`src/rtl/vga_timing_gen.sv`:
```
// Parametrised raster timing generator with coordinate request, delay-aligned
// colour output stage and built-in test patterns.
module vga_timing_gen #(
    parameter int H_SYNC    = 136,
    parameter int H_BP      = 200,
    parameter int H_ACTIVE  = 1280,
    parameter int H_FP      = 64,
    parameter int V_SYNC    = 3,
    parameter int V_BP      = 24,
    parameter int V_ACTIVE  = 800,
    parameter int V_FP      = 1,
    parameter bit HSYNC_POL = 1'b0,
    parameter bit VSYNC_POL = 1'b1,
    parameter int COLOR_W   = 4,
    parameter int PIPE_DLY  = 1,
    parameter int X_W       = 11,
    parameter int Y_W       = 10
) (
    input  logic               clk,
    input  logic               rst,
    input  logic               en,
    input  logic [1:0]         mode,
    input  logic [COLOR_W-1:0] r_in,
    input  logic [COLOR_W-1:0] g_in,
    input  logic [COLOR_W-1:0] b_in,
    output logic [X_W-1:0]     curr_x,
    output logic [Y_W-1:0]     curr_y,
    output logic               req_valid,
    output logic [COLOR_W-1:0] pix_r,
    output logic [COLOR_W-1:0] pix_g,
    output logic [COLOR_W-1:0] pix_b,
    output logic               hsync,
    output logic               vsync,
    output logic               de,
    output logic               line_start,
    output logic               frame_start
);

    localparam int H_TOT = H_SYNC + H_BP + H_ACTIVE + H_FP;
    localparam int V_TOT = V_SYNC + V_BP + V_ACTIVE + V_FP;
    localparam int HS    = H_SYNC + H_BP;
    localparam int VS    = V_SYNC + V_BP;

    localparam logic [X_W-1:0] H_LAST   = X_W'(H_TOT - 1);
    localparam logic [X_W-1:0] HS_X     = X_W'(HS);
    localparam logic [X_W-1:0] HE_X     = X_W'(HS + H_ACTIVE);
    localparam logic [X_W-1:0] HSYNC_X  = X_W'(H_SYNC);
    localparam logic [Y_W-1:0] V_LAST   = Y_W'(V_TOT - 1);
    localparam logic [Y_W-1:0] VS_Y     = Y_W'(VS);
    localparam logic [Y_W-1:0] VE_Y     = Y_W'(VS + V_ACTIVE);
    localparam logic [Y_W-1:0] VSYNC_Y  = Y_W'(V_SYNC);

    typedef struct packed {
        logic           vld;
        logic           hs;
        logic           vs;
        logic           x0;
        logic           xy0;
        logic [X_W-1:0] x;
        logic [Y_W-1:0] y;
    } stage_t;

    // Bar index 8*x/H_ACTIVE as a count of crossed thresholds, avoiding a divider.
    function automatic logic [2:0] bar_index(input logic [X_W-1:0] x);
        logic [X_W+2:0] x8;
        logic [2:0]     idx;
        x8  = {x, 3'b000};
        idx = 3'd0;
        for (int k = 1; k < 8; k++) begin
            if (x8 >= (X_W+3)'(k * H_ACTIVE)) idx = idx + 3'd1;
        end
        return idx;
    endfunction

    logic [X_W-1:0]     hcount;
    logic [Y_W-1:0]     vcount;
    stage_t             st_nx;
    stage_t             pipe_p [0:PIPE_DLY];
    stage_t             od;
    logic [2:0]         bar_i;
    logic [COLOR_W-1:0] r_nx, g_nx, b_nx;

    always_ff @(posedge clk or posedge rst) begin
        if (rst) begin
            hcount <= '0;
            vcount <= '0;
        end else if (en) begin
            if (hcount == H_LAST) begin
                hcount <= '0;
                vcount <= (vcount == V_LAST) ? '0 : vcount + Y_W'(1);
            end else begin
                hcount <= hcount + X_W'(1);
            end
        end
    end

    always_comb begin
        st_nx     = '0;
        st_nx.vld = (hcount >= HS_X) && (hcount < HE_X) && (vcount >= VS_Y) && (vcount < VE_Y);
        st_nx.hs  = hcount < HSYNC_X;
        st_nx.vs  = vcount < VSYNC_Y;
        if (st_nx.vld) begin
            st_nx.x = hcount - HS_X;
            st_nx.y = vcount - VS_Y;
        end
        st_nx.x0  = (st_nx.x == '0);
        st_nx.xy0 = st_nx.x0 && (st_nx.y == '0);
    end

    // Stage 0 (coordinate request) and the PIPE_DLY-deep alignment delay line
    always_ff @(posedge clk or posedge rst) begin
        if (rst) begin
            for (int k = 0; k <= PIPE_DLY; k++) pipe_p[k] <= '0;
        end else if (en) begin
            pipe_p[0] <= st_nx;
            for (int k = PIPE_DLY; k >= 1; k--) pipe_p[k] <= pipe_p[k-1];
        end
    end

    assign curr_x    = pipe_p[0].x;
    assign curr_y    = pipe_p[0].y;
    assign req_valid = pipe_p[0].vld;
    assign od        = pipe_p[PIPE_DLY];
    assign bar_i     = bar_index(od.x);

    always_comb begin
        r_nx = '0;
        g_nx = '0;
        b_nx = '0;
        if (od.vld) begin
            case (mode)
                2'd0: begin
                    r_nx = r_in;
                    g_nx = g_in;
                    b_nx = b_in;
                end
                2'd1: begin
                    r_nx = {COLOR_W{bar_i[0]}};
                    g_nx = {COLOR_W{bar_i[1]}};
                    b_nx = {COLOR_W{bar_i[2]}};
                end
                2'd2: begin
                    r_nx = {COLOR_W{od.x[5] ^ od.y[5]}};
                    g_nx = {COLOR_W{od.x[5] ^ od.y[5]}};
                    b_nx = {COLOR_W{od.x[5] ^ od.y[5]}};
                end
                default: ;
            endcase
        end
    end

    // Output stage: colour, data enable, sync levels and frame markers
    always_ff @(posedge clk or posedge rst) begin
        if (rst) begin
            pix_r       <= '0;
            pix_g       <= '0;
            pix_b       <= '0;
            de          <= 1'b0;
            hsync       <= ~HSYNC_POL;
            vsync       <= ~VSYNC_POL;
            line_start  <= 1'b0;
            frame_start <= 1'b0;
        end else if (en) begin
            pix_r       <= r_nx;
            pix_g       <= g_nx;
            pix_b       <= b_nx;
            de          <= od.vld;
            hsync       <= od.hs ? HSYNC_POL : ~HSYNC_POL;
            vsync       <= od.vs ? VSYNC_POL : ~VSYNC_POL;
            line_start  <= od.vld && od.x0;
            frame_start <= od.vld && od.xy0;
        end
    end

endmodule

```
`config.mk`:
```
export PLATFORM = sky130hd
export DESIGN_NAME = vga_timing_gen
export DESIGN_NICKNAME = d
export VERILOG_FILES = /design/src/rtl/vga_timing_gen.sv
export SDC_FILE = /design/constraint.sdc
export NUM_CORES = 1
export LEC_CHECK = 0
export ABC_AREA = 1
export BUFFER_PORTS_ARGS = -buffer_cell sky130_fd_sc_hd__buf_2
export CAP_MARGIN = 10
export CORE_MARGIN = 4
export CORE_UTILIZATION = 30
export CTS_BUF_LIST = sky130_fd_sc_hd__clkbuf_8
export CTS_CLUSTER_SIZE = 30
export DETAILED_ROUTE_END_ITERATION = 7
export HOLD_SLACK_MARGIN = 0.08
export SLEW_MARGIN = 10
export SYNTH_ARGS = -nofsm -noshare
export SYNTH_HDL_FRONTEND = slang
export SYNTH_SLANG_ARGS = --single-unit
```
`constraint.sdc`:
```
create_clock -name clk -period 5.31 [get_ports clk]
set_input_delay 1.062 -clock clk [delete_from_list [all_inputs] [get_ports clk]]
set_output_delay 1.062 -clock clk [all_outputs]
set_load 0.1 [all_outputs]
```
== Yosys cells after proc, flatten, opt, wreduce, memory -nomap -nowiden ==
Cells that the tools add are included.
Widths: inputs -> output; s select.

* Register bits: 86
* Input port bits: 17
* Output and inout bits: 39
* Logic and storage cells: 80

* $add $sub $neg: 10
* $lt $le $gt $ge: 13
* Eq/ne operators: 4
* Muxes and demuxes: 18
* Bitwise logic cells: 1
* Reductions and logical operators: 10

{| class="wikitable"
|+ Operator list
! operator !! count
|-
| $ge 14x13->1 const B || 3
|-
| $pmux 4 s3 || 3
|-
| $ge 14x12->1 const B || 2
|-
| $mux 21 || 1
|-
| $add 3x1->3 const B || 6
|-
| $mux 3 || 6
|-
| $ge 14x11->1 const B || 1
|-
| $ge 14x14->1 const B || 1
|-
| $mux 4 || 3
|-
| $add 11x1->11 const B || 1
|-
| $eq 11x11->1 const B || 1
|-
| $ge 11x9->1 const B || 1
|-
| $logic_not 11->1 || 1
|-
| $lt 11x11->1 const B || 1
|-
| $lt 11x8->1 const B || 1
|-
| $mux 11 || 1
|-
| $sub 11x9->11 const B || 1
|-
| $add 10x1->10 const B || 1
|-
| $eq 10x10->1 const B || 1
|-
| $ge 10x5->1 const B || 1
|-
| $logic_not 10->1 || 1
|-
| $lt 10x10->1 const B || 1
|-
| $lt 10x2->1 const B || 1
|-
| $mux 10 || 1
|-
| other kinds (8) || 15
|}

== Longest topological paths before layout ==
Gate-level depths: netlist of run 1.

* Word-level depth: 16
* Depth in mapped cells: 29

== Worst setup path after synthesis of run 1 ==
No wires, ideal clock.

* Kind: register -> register
* Start: register pipe_p, in the netlist od[19]
* End: register pix_b[0]
* Setup time: 0.120 ns
* Data arrival time: 3.693 ns
* Path slack: 1.497 ns
* Cell stages (with the launch flop): 29
* Path buffers: 0
* Clock period less this slack: 3.813 ns
* Cell sequence: dfrtp_1 nor2_2 nand2_1 a21oi_1 inv_1 ha_1 inv_1 nand3_1 nand2_1 ha_1 nand2_1 nand2_1 ha_1 or2_2 nand2_1 inv_1 ha_1 nand2_1 nand2_1 ha_1 inv_1 nor2_1 nand3b_1 nand2_1 nand2_1 nand3_1 nand3_1 nand2_1 nand2_1

* Cells in the longest elaborated chain, start to end: 16
* Elaborated cells between the ends (all ways): 22
* Those cells by class: add/sub: 6; order compare: 7; mux: 9

{| class="wikitable"
|+ RTL lines
! element !! RTL line !! text
|-
| from (decl) || 78 || <nowiki>stage_t pipe_p [0:PIPE_DLY];</nowiki>
|-
| $ge 14x11->1 || 70 || <nowiki>if (x8 >= (X_W+3)'(k * H_ACTIVE)) idx = idx + 3'd1;</nowiki>
|-
| $mux 1 || 70 ||
|-
| $add 3x1->3 || 70 ||
|-
| $mux 3 || 70 ||
|-
| $add 3x1->3 || 70 ||
|-
| $mux 3 || 70 ||
|-
| $add 3x1->3 || 70 ||
|-
| $mux 3 || 70 ||
|-
| $add 3x1->3 || 70 ||
|-
| $mux 3 || 70 ||
|-
| $add 3x1->3 || 70 ||
|-
| $mux 3 || 70 ||
|-
| $add 3x1->3 || 70 ||
|-
| $mux 3 * || 70 ||
|-
| $pmux 4 s3 * || 131 || <nowiki>case (mode)</nowiki>
|-
| $mux 4 * || 130 || <nowiki>if (od.vld) begin</nowiki>
|-
| to (signal assigned) || 166 || <nowiki>pix_b <= b_nx;</nowiki>
|-
| to (decl) || 31 || <nowiki>output logic [COLOR_W-1:0] pix_b,</nowiki>
|}

Mark *: on every way between the ends. The rest lies on a longest branch, timed or not.
A chain may end at the register's enable or synchronous reset.

== Worst setup path after layout of run 1 ==
* Start: register pipe_p, in the netlist od[19]
* End: register pix_b[2]

The elaborated chain is that of the path after synthesis.

==> key figures, run 1 <==
Status
  – Status: finished, final reports clean

Pwr
  – Net Sw Frac: 0.473
  – Reg power frac: 0.358
  – Leakage power: 2.63 nW
  – Worst vdd ir: 0.170 mV
  – Logic pwr share: 0.427
  – NetSw: 0.985 mW
  – Clk pwr share: 0.215
  – Internal power: 1.10 mW
  – Pwr Density: 420 nW/um^2

Yosys
  – Syn nets: 623
  – Seq/Total Area, Yosys: 0.425
  – Unique masters post-synth: 40
  – Yosys warns: 0
  – Netlist Area Pre-Place: 4480 sq um
  – Synth Register Bits: 76
  – Avg Cell Area, Syn: 7.54 sq um
  – Cells after synthesis: 594

Hold path
  – Min-delay worst type: flop to flop
  – Worst hold start: od[24]

Clock network
  – Postcts setup bufs: 0
  – Clock root cell: clkbuf_8
  – H-tree Lvls: 3
  – Worst-Skew Late Latency: 0.36 ns
  – # hold bufs at CTS: 0
  – CTS sink cnt: 76
  – CTS tree: done
  – Clk buf depth: 2
  – CTS Buf Count: 9
  – Clock slew seen by the registers of the worst setup and hold paths: 0.08 ns
  – Post-CTS Resized: 0

Floorplan
  – Total die area: 16900 sq um
  – Die Wd: 130 um
  – Row count: 44
  – Initial core utilization: 0.307
  – Core area: 14600 sq um
  – Die extent in y: 130 um
  – I/O pin total: 56

Worst setup path
  – CP startpoint: od[19]
  – Crit Reg-Reg Startpoint: od[19]
  – Crit path required time: 5.56 ns
  – CP max-delay cell: dfrtp_1
  – Worst path most repeated cell: nand2_1
  – Critical Path Sink Type: flop
  – Worst Path Arrival: 4.42 ns
  – Crit start category: flop
  – Worst Path Max Fanout: 7
  – Critical path class: flop to flop
  – Crit path max-delay family: simple AND/OR/NAND/NOR gates
  – Worst path bufs/invs: 4
  – Worst path max stage delay: 0.42 ns

Route
  – DR WL/cell: 12.7 um
  – Detailed-route vias per instance: 4.66
  – Post-route DRC violation count: 0
  – Post-detailed-route count of antenna-violating nets: 0
  – DR iter-0 viols: 217
  – Vias post-DR: 3785
  – Post-Route WL: 10300 um
  – 1st-pass router iterations: 5

Timing
  – Fin worst setup slack: 1.15 ns
  – Fmax: 240 MHz
  – Final worst path period need: 4.16 ns
  – Max-Slew Margin vs Limit: 0.416
  – Worst-Margin Slew: 0.872 ns
  – Fin Clk Skew: 0.00966 ns
  – RSZ-0062 raised after global routing: no
  – Slew Viols, Final: 0
  – Fin crit share: 0.784
  – Hold_ws: 0.455 ns
  – Final hold vios: 0
  – Final setup fails: 0
  – Post-Route Setup TNS: 0 ns

Global route
  – Total gr overflow: 0
  – Vias in the first global route: 3756
  – Largest net degree at the start of global routing: 63
  – Initial antenna violation count: 0
  – GRT Total Usage: 0.132
  – First-pass GRT wire length: 17900 um

Place
  – RePlAce Congestion: 0.886
  – PortBufs: 55
  – Detailed placer's ending HPWL: 7560 um
  – Post-place setup slack: 1.17 ns

Finish
  – Commonest non-fill, non-tap cell in the layout: nand2_1
  – Share of layout cells above drive strength 1: 0.159
  – Diode count: 0
  – # nets final: 653
  – Most frequent cells in the layout: nand2_1, dfrtp_1, nand3_1, inv_1, buf_2
  – P&R area growth vs syn: 10.8%

Job
  – Max-Cap Viols: 0
==> cell families (layout without fill, tap and decap cells) <==
logic type,count (synthesis),after routing,synth area share
AOI/OAI and AO/OA,68,68,0.0916
xor gates and xnor gates,16,16,0.0313
adders and majority gates,12,12,0.0335
buffers and inverters,104,139,0.109
DFF,76,76,0.425
and+or+nand+nor,318,318,0.310
==> sequential cells by signal (all words and copies together), names as in the netlist <==
signal,count
od,12
curr_x,11
hcount,11
curr_y,10
vcount,10
pipe_p,4
pix_b,4
pix_g,4
pix_r,4
de,1
frame_start,1
hsync,1
line_start,1
req_valid,1
vsync,1
==> metrics by stage <==
stage               area [sq um]  std cells  total power, mW  utilization
floorplan                   4480        594             1.54            -
global placement            4770        797             1.65        0.327
detailed placement          4770        797             1.65        0.327
CTS                         4960        813             2.11        0.340
global route                4960        813             2.23        0.340
finish                      4960        813             2.08        0.340
==> metal layers <==
metal,global-route usage,share of wire
met2,0.225,0.49
met4,0.0526,0.019
met5,0,0
met3,0.0274,0.045
met1,0.163,0.44
==> power by group through the flow <==
stage | clock network, mW | registers [mW] | logic [mW]
after floorplan | 0 | 0.855 | 0.681
after global placement | 0 | 0.759 | 0.890
after detailed placement | 0 | 0.758 | 0.894
after CTS | 0.467 | 0.748 | 0.899
after global routing | 0.484 | 0.760 | 0.987
final | 0.447 | 0.746 | 0.889
==> final timing paths <==
path                       slack [ns]  cells after the start   endpoint
min in group asynchronous        0.67                      2  curr_y[4]
min reg2reg                      0.45                      1      hsync
max in group asynchronous        3.62                      3  curr_x[0]
max reg2reg                      1.15                     28   pix_b[2]
min                              0.45                      1      hsync
max                              1.15                     28   pix_b[2]
==> area by class of cell <==
cell class | instances | area (sq um)
Fill cell | 1532 | 9630
Multi-Input combinational cell | 414 | 2090
Sequential cell | 76 | 1900
Timing Repair Buffer | 59 | 305
Inverter | 64 | 241
Tap cell | 184 | 230
Clock buffer | 10 | 138
Clock inverter | 6 | 57.6
==> cell usage after synthesis (all sizes together) <==
| master | count | share of area |
|---|---|---|
| nand2 | 190 | 0.16 |
| dfrtp | 75 | 0.42 |
| xnor2 | 2 | 0.0039 |
| nand4 | 8 | 0.015 |
| nor2 | 44 | 0.044 |
| nand3b | 2 | 0.0034 |
| nor4 | 1 | 0.0014 |
| or2 | 2 | 0.0028 |
| clkbuf | 12 | 0.010 |
| xor2 | 14 | 0.027 |
| ha | 12 | 0.034 |
| inv | 64 | 0.054 |
| a22oi | 1 | 0.0017 |
| nand3 | 64 | 0.072 |
| o21a | 1 | 0.0017 |
| buf | 28 | 0.045 |
| o41ai | 1 | 0.0020 |
| o31ai | 10 | 0.018 |
| a41oi | 1 | 0.0020 |
| a21oi | 12 | 0.013 |
| dfstp | 1 | 0.0059 |
| nor3 | 7 | 0.010 |
| o21ai | 35 | 0.042 |
| o22ai | 1 | 0.0014 |
| a211oi | 1 | 0.0017 |
| o211ai | 5 | 0.0084 |
(Power assumes the default switching activity.)
==> run 2, diff against run 1 <==
Clock period 5.31 ns to 3.8 ns, I/O delays scaled along.
==> run 2 against run 1 <==
  * Via count grew 3.1%
  * Largest power group unchanged
  * Largest cell class unchanged
  * Register-to-register slack lost 1.0 ns
  * Non-clock buffer count grew 16
  * Sequential share of layout area shrank 2.3 points
  * Hold slack lost 0.13 ns
  * Die area is the same
  * Critical endpoint is now pix_b[1]
  * Sequential cell count is the same
  * Highest routed layer unchanged
  * Final area grew 6.5%
==> key figures, run 2 (synthesized netlist as in run 1, its figures left out) <==
Finish
  – Commonest non-fill, non-tap cell in the layout: nand2_1 (unchanged)
  – Largest register FFs: 12 (unchanged)
  – Final instance area: 5290 sq um (was 4960 sq um)
  – Final Util: 0.362 (was 0.340)
  – Most frequent cells in the layout: nand2_1, dfrtp_1, nand3_1, buf_2, inv_1 (was nand2_1, dfrtp_1, nand3_1, inv_1, buf_2)
  – Share of layout cells above drive strength 1: 0.229 (was 0.159)
  – Diode count: 0 (unchanged)
  – # nets final: 669 (was 653)
  – P&R area growth vs syn: 18.0% (was 10.8%)
  – Fin cells: 829 (was 813)

Worst setup path
  – Worst path max stage delay: 0.41 ns (was 0.42 ns)
  – Worst setup path endpoint: pix_b[1] (was pix_b[2])
  – Crit start category: flop (unchanged)
  – CP max-delay cell: dfrtp_1 (unchanged)
  – End of the worst register-to-register path: pix_b[1] (was pix_b[2])
  – Worst Path Max Fanout: 4 (was 7)
  – Crit path required time: 4.05 ns (was 5.56 ns)
  – Reg-to-reg setup timing slack: 0.14 ns (was 1.15 ns)
  – Worst Path Arrival: 3.92 ns (was 4.42 ns)
  – Critical Path Sink Type: flop (unchanged)
  – CP startpoint: od[19] (unchanged)
  – Crit Reg-Reg Startpoint: od[19] (unchanged)
  – Worst path most repeated cell: nand2_1 (unchanged)
  – Critical path class: flop to flop (unchanged)
  – Reg2reg path depth: 28 (unchanged)

Pwr
  – Pwr Density: 614 nW/um^2 (was 420 nW/um^2)
  – Worst vdd ir: 0.220 mV (was 0.170 mV)
  – Leakage power: 2.76 nW (was 2.63 nW)
  – Tot Pwr: 3.25 mW (was 2.08 mW)

Floorplan
  – Die Wd: 130 um (unchanged)
  – Core area: 14600 sq um (unchanged)
  – Die extent in y: 130 um (unchanged)
  – Initial core utilization: 0.307 (unchanged)
  – Total die area: 16900 sq um (unchanged)
  – Row count: 44 (unchanged)
  – I/O pin total: 56 (unchanged)

Timing
  – Final hold vios: 0 (unchanged)
  – Fin Clk Skew: 0.00786 ns (was 0.00966 ns)
  – Worst-Margin Slew: 1.15 ns (was 0.872 ns)
  – Final worst path period need: 3.66 ns (was 4.16 ns)
  – Fmax: 273 MHz (was 240 MHz)
  – Final setup fails: 0 (unchanged)
  – Fin crit share: 0.964 (was 0.784)
  – RSZ-0062 raised after global routing: yes (was no)
  – Slew Viols, Final: 0 (unchanged)
  – Max-Slew Margin vs Limit: 0.232 (was 0.416)

Route
  – Detailed-route vias per instance: 4.71 (was 4.66)
  – DR WL/cell: 13.2 um (was 12.7 um)
  – DR iter-0 viols: 312 (was 217)
  – Post-detailed-route count of antenna-violating nets: 0 (unchanged)
  – Vias post-DR: 3904 (was 3785)
  – Post-route DRC violation count: 0 (unchanged)
  – 1st-pass router iterations: 4 (was 5)
  – Post-Route WL: 11000 um (was 10300 um)

Global route
  – Total gr overflow: 0 (unchanged)
  – Vias in the first global route: 3803 (was 3756)
  – Largest net degree at the start of global routing: 63 (unchanged)
  – First-pass GRT wire length: 18400 um (was 17900 um)
  – Initial antenna violation count: 0 (unchanged)
  – GRT Total Usage: 0.136 (was 0.132)

Clock network
  – CTS tree: done (unchanged)
  – Clk buf depth: 2 (unchanged)
  – Clock root cell: clkbuf_8 (unchanged)
  – H-tree Lvls: 3 (unchanged)
  – CTS Buf Count: 9 (unchanged)
  – CTS sink cnt: 76 (unchanged)
  – Clock slew seen by the registers of the worst setup and hold paths: 0.08 ns (about the same)
  – Worst-Skew Late Latency: 0.36 ns (about the same)

Place
  – Placed cells: 810 (was 797)
  – RePlAce Congestion: 0.860 (was 0.886)
  – Detailed placer's ending HPWL: 7950 um (was 7560 um)
  – Dpl cell area: 4870 sq um (was 4770 sq um)
  – PortBufs: 55 (unchanged)

Job
  – Max-Cap Viols: 0 (unchanged)

Hold path
  – Min-delay worst type: input pin to async pin (was flop to flop)

Status
  – Status: finished, final reports clean (unchanged)
## run 2: cell count changes in the layout (fill, tap and decap cells not counted), sizes merged
cell      change
clkinv        -1
inv           -1
clkinvlp      -1
bufinv        +1
clkbuf        +2
buf          +16
## run 2: worst min-delay path by stage
stage	end	depth (start not counted)	startpoint
6_report	pix_r[2]	2	rst
5_1_grt	pix_r[2]	2	rst
4_1_cts	curr_y[7]	2	rst
3_5_place_dp	hsync	1	od[24]
3_3_place_gp	hsync	1	od[24]
2_1_floorplan	hsync	1	od[24]
## run 2: repair_timing
action / CTS / global route
setup buffers: 1 / 3
pin swaps: 3 / 21
gates resized for setup: 8 / 30
endpoints found under the setup margin: 8 / 8
hold buffers: 0 / 0
gates cloned: 0 / 0
## run 2: critical path: cells and delay by family, from the launching register on
kind / cells / cell delay [ns]
buf+inv: 4 / 0.19
simple gates: 18 / 1.80
flops: 1 / 0.41
fa+ha+maj: 5 / 1.07
compound gates: 1 / 0.09
## run 2: cell type report
cell class,instances,area (sq um)
multi-input combinational,414,2250
fill,1527,9300
timing repair buffer,75,425
tap,184,230
clock buffer,12,165
inverter,64,241
sequential,76,1900
clock inverter,4,71.3
## run 2: metal layers
| layer | global-route usage | up-vias | part of all wire |
|---|---|---|---|
| li1 | - | 1986 | - |
| met1 | 0.175 | 1847 | 0.46 |
| met2 | 0.227 | 57 | 0.49 |
| met3 | 0.0299 | 14 | 0.036 |
| met4 | 0.0440 | 0 | 0.017 |
| met5 | 0 | - | 0 |
## run 2: report_power, final
part | internal, mW | total [mW] | switching (mW)
Combinational | 0.417 | 1.47 | 1.06
Clock | 0.422 | 0.727 | 0.305
Sequential | 0.930 | 1.05 | 0.117
## run 2: metrics by stage
step | setup TNS (ns) | hold slack (ns) | setup slack (ns)
after floorplan | 0 | 0.406 | 0.0358
after global placement | -0.106 | 0.426 | -0.0285
after detailed placement | -0.507 | 0.425 | -0.118
after CTS | 0 | 0.319 | 0.00337
after global routing | -0.399 | 0.324 | -0.101
final | 0 | 0.322 | 0.136
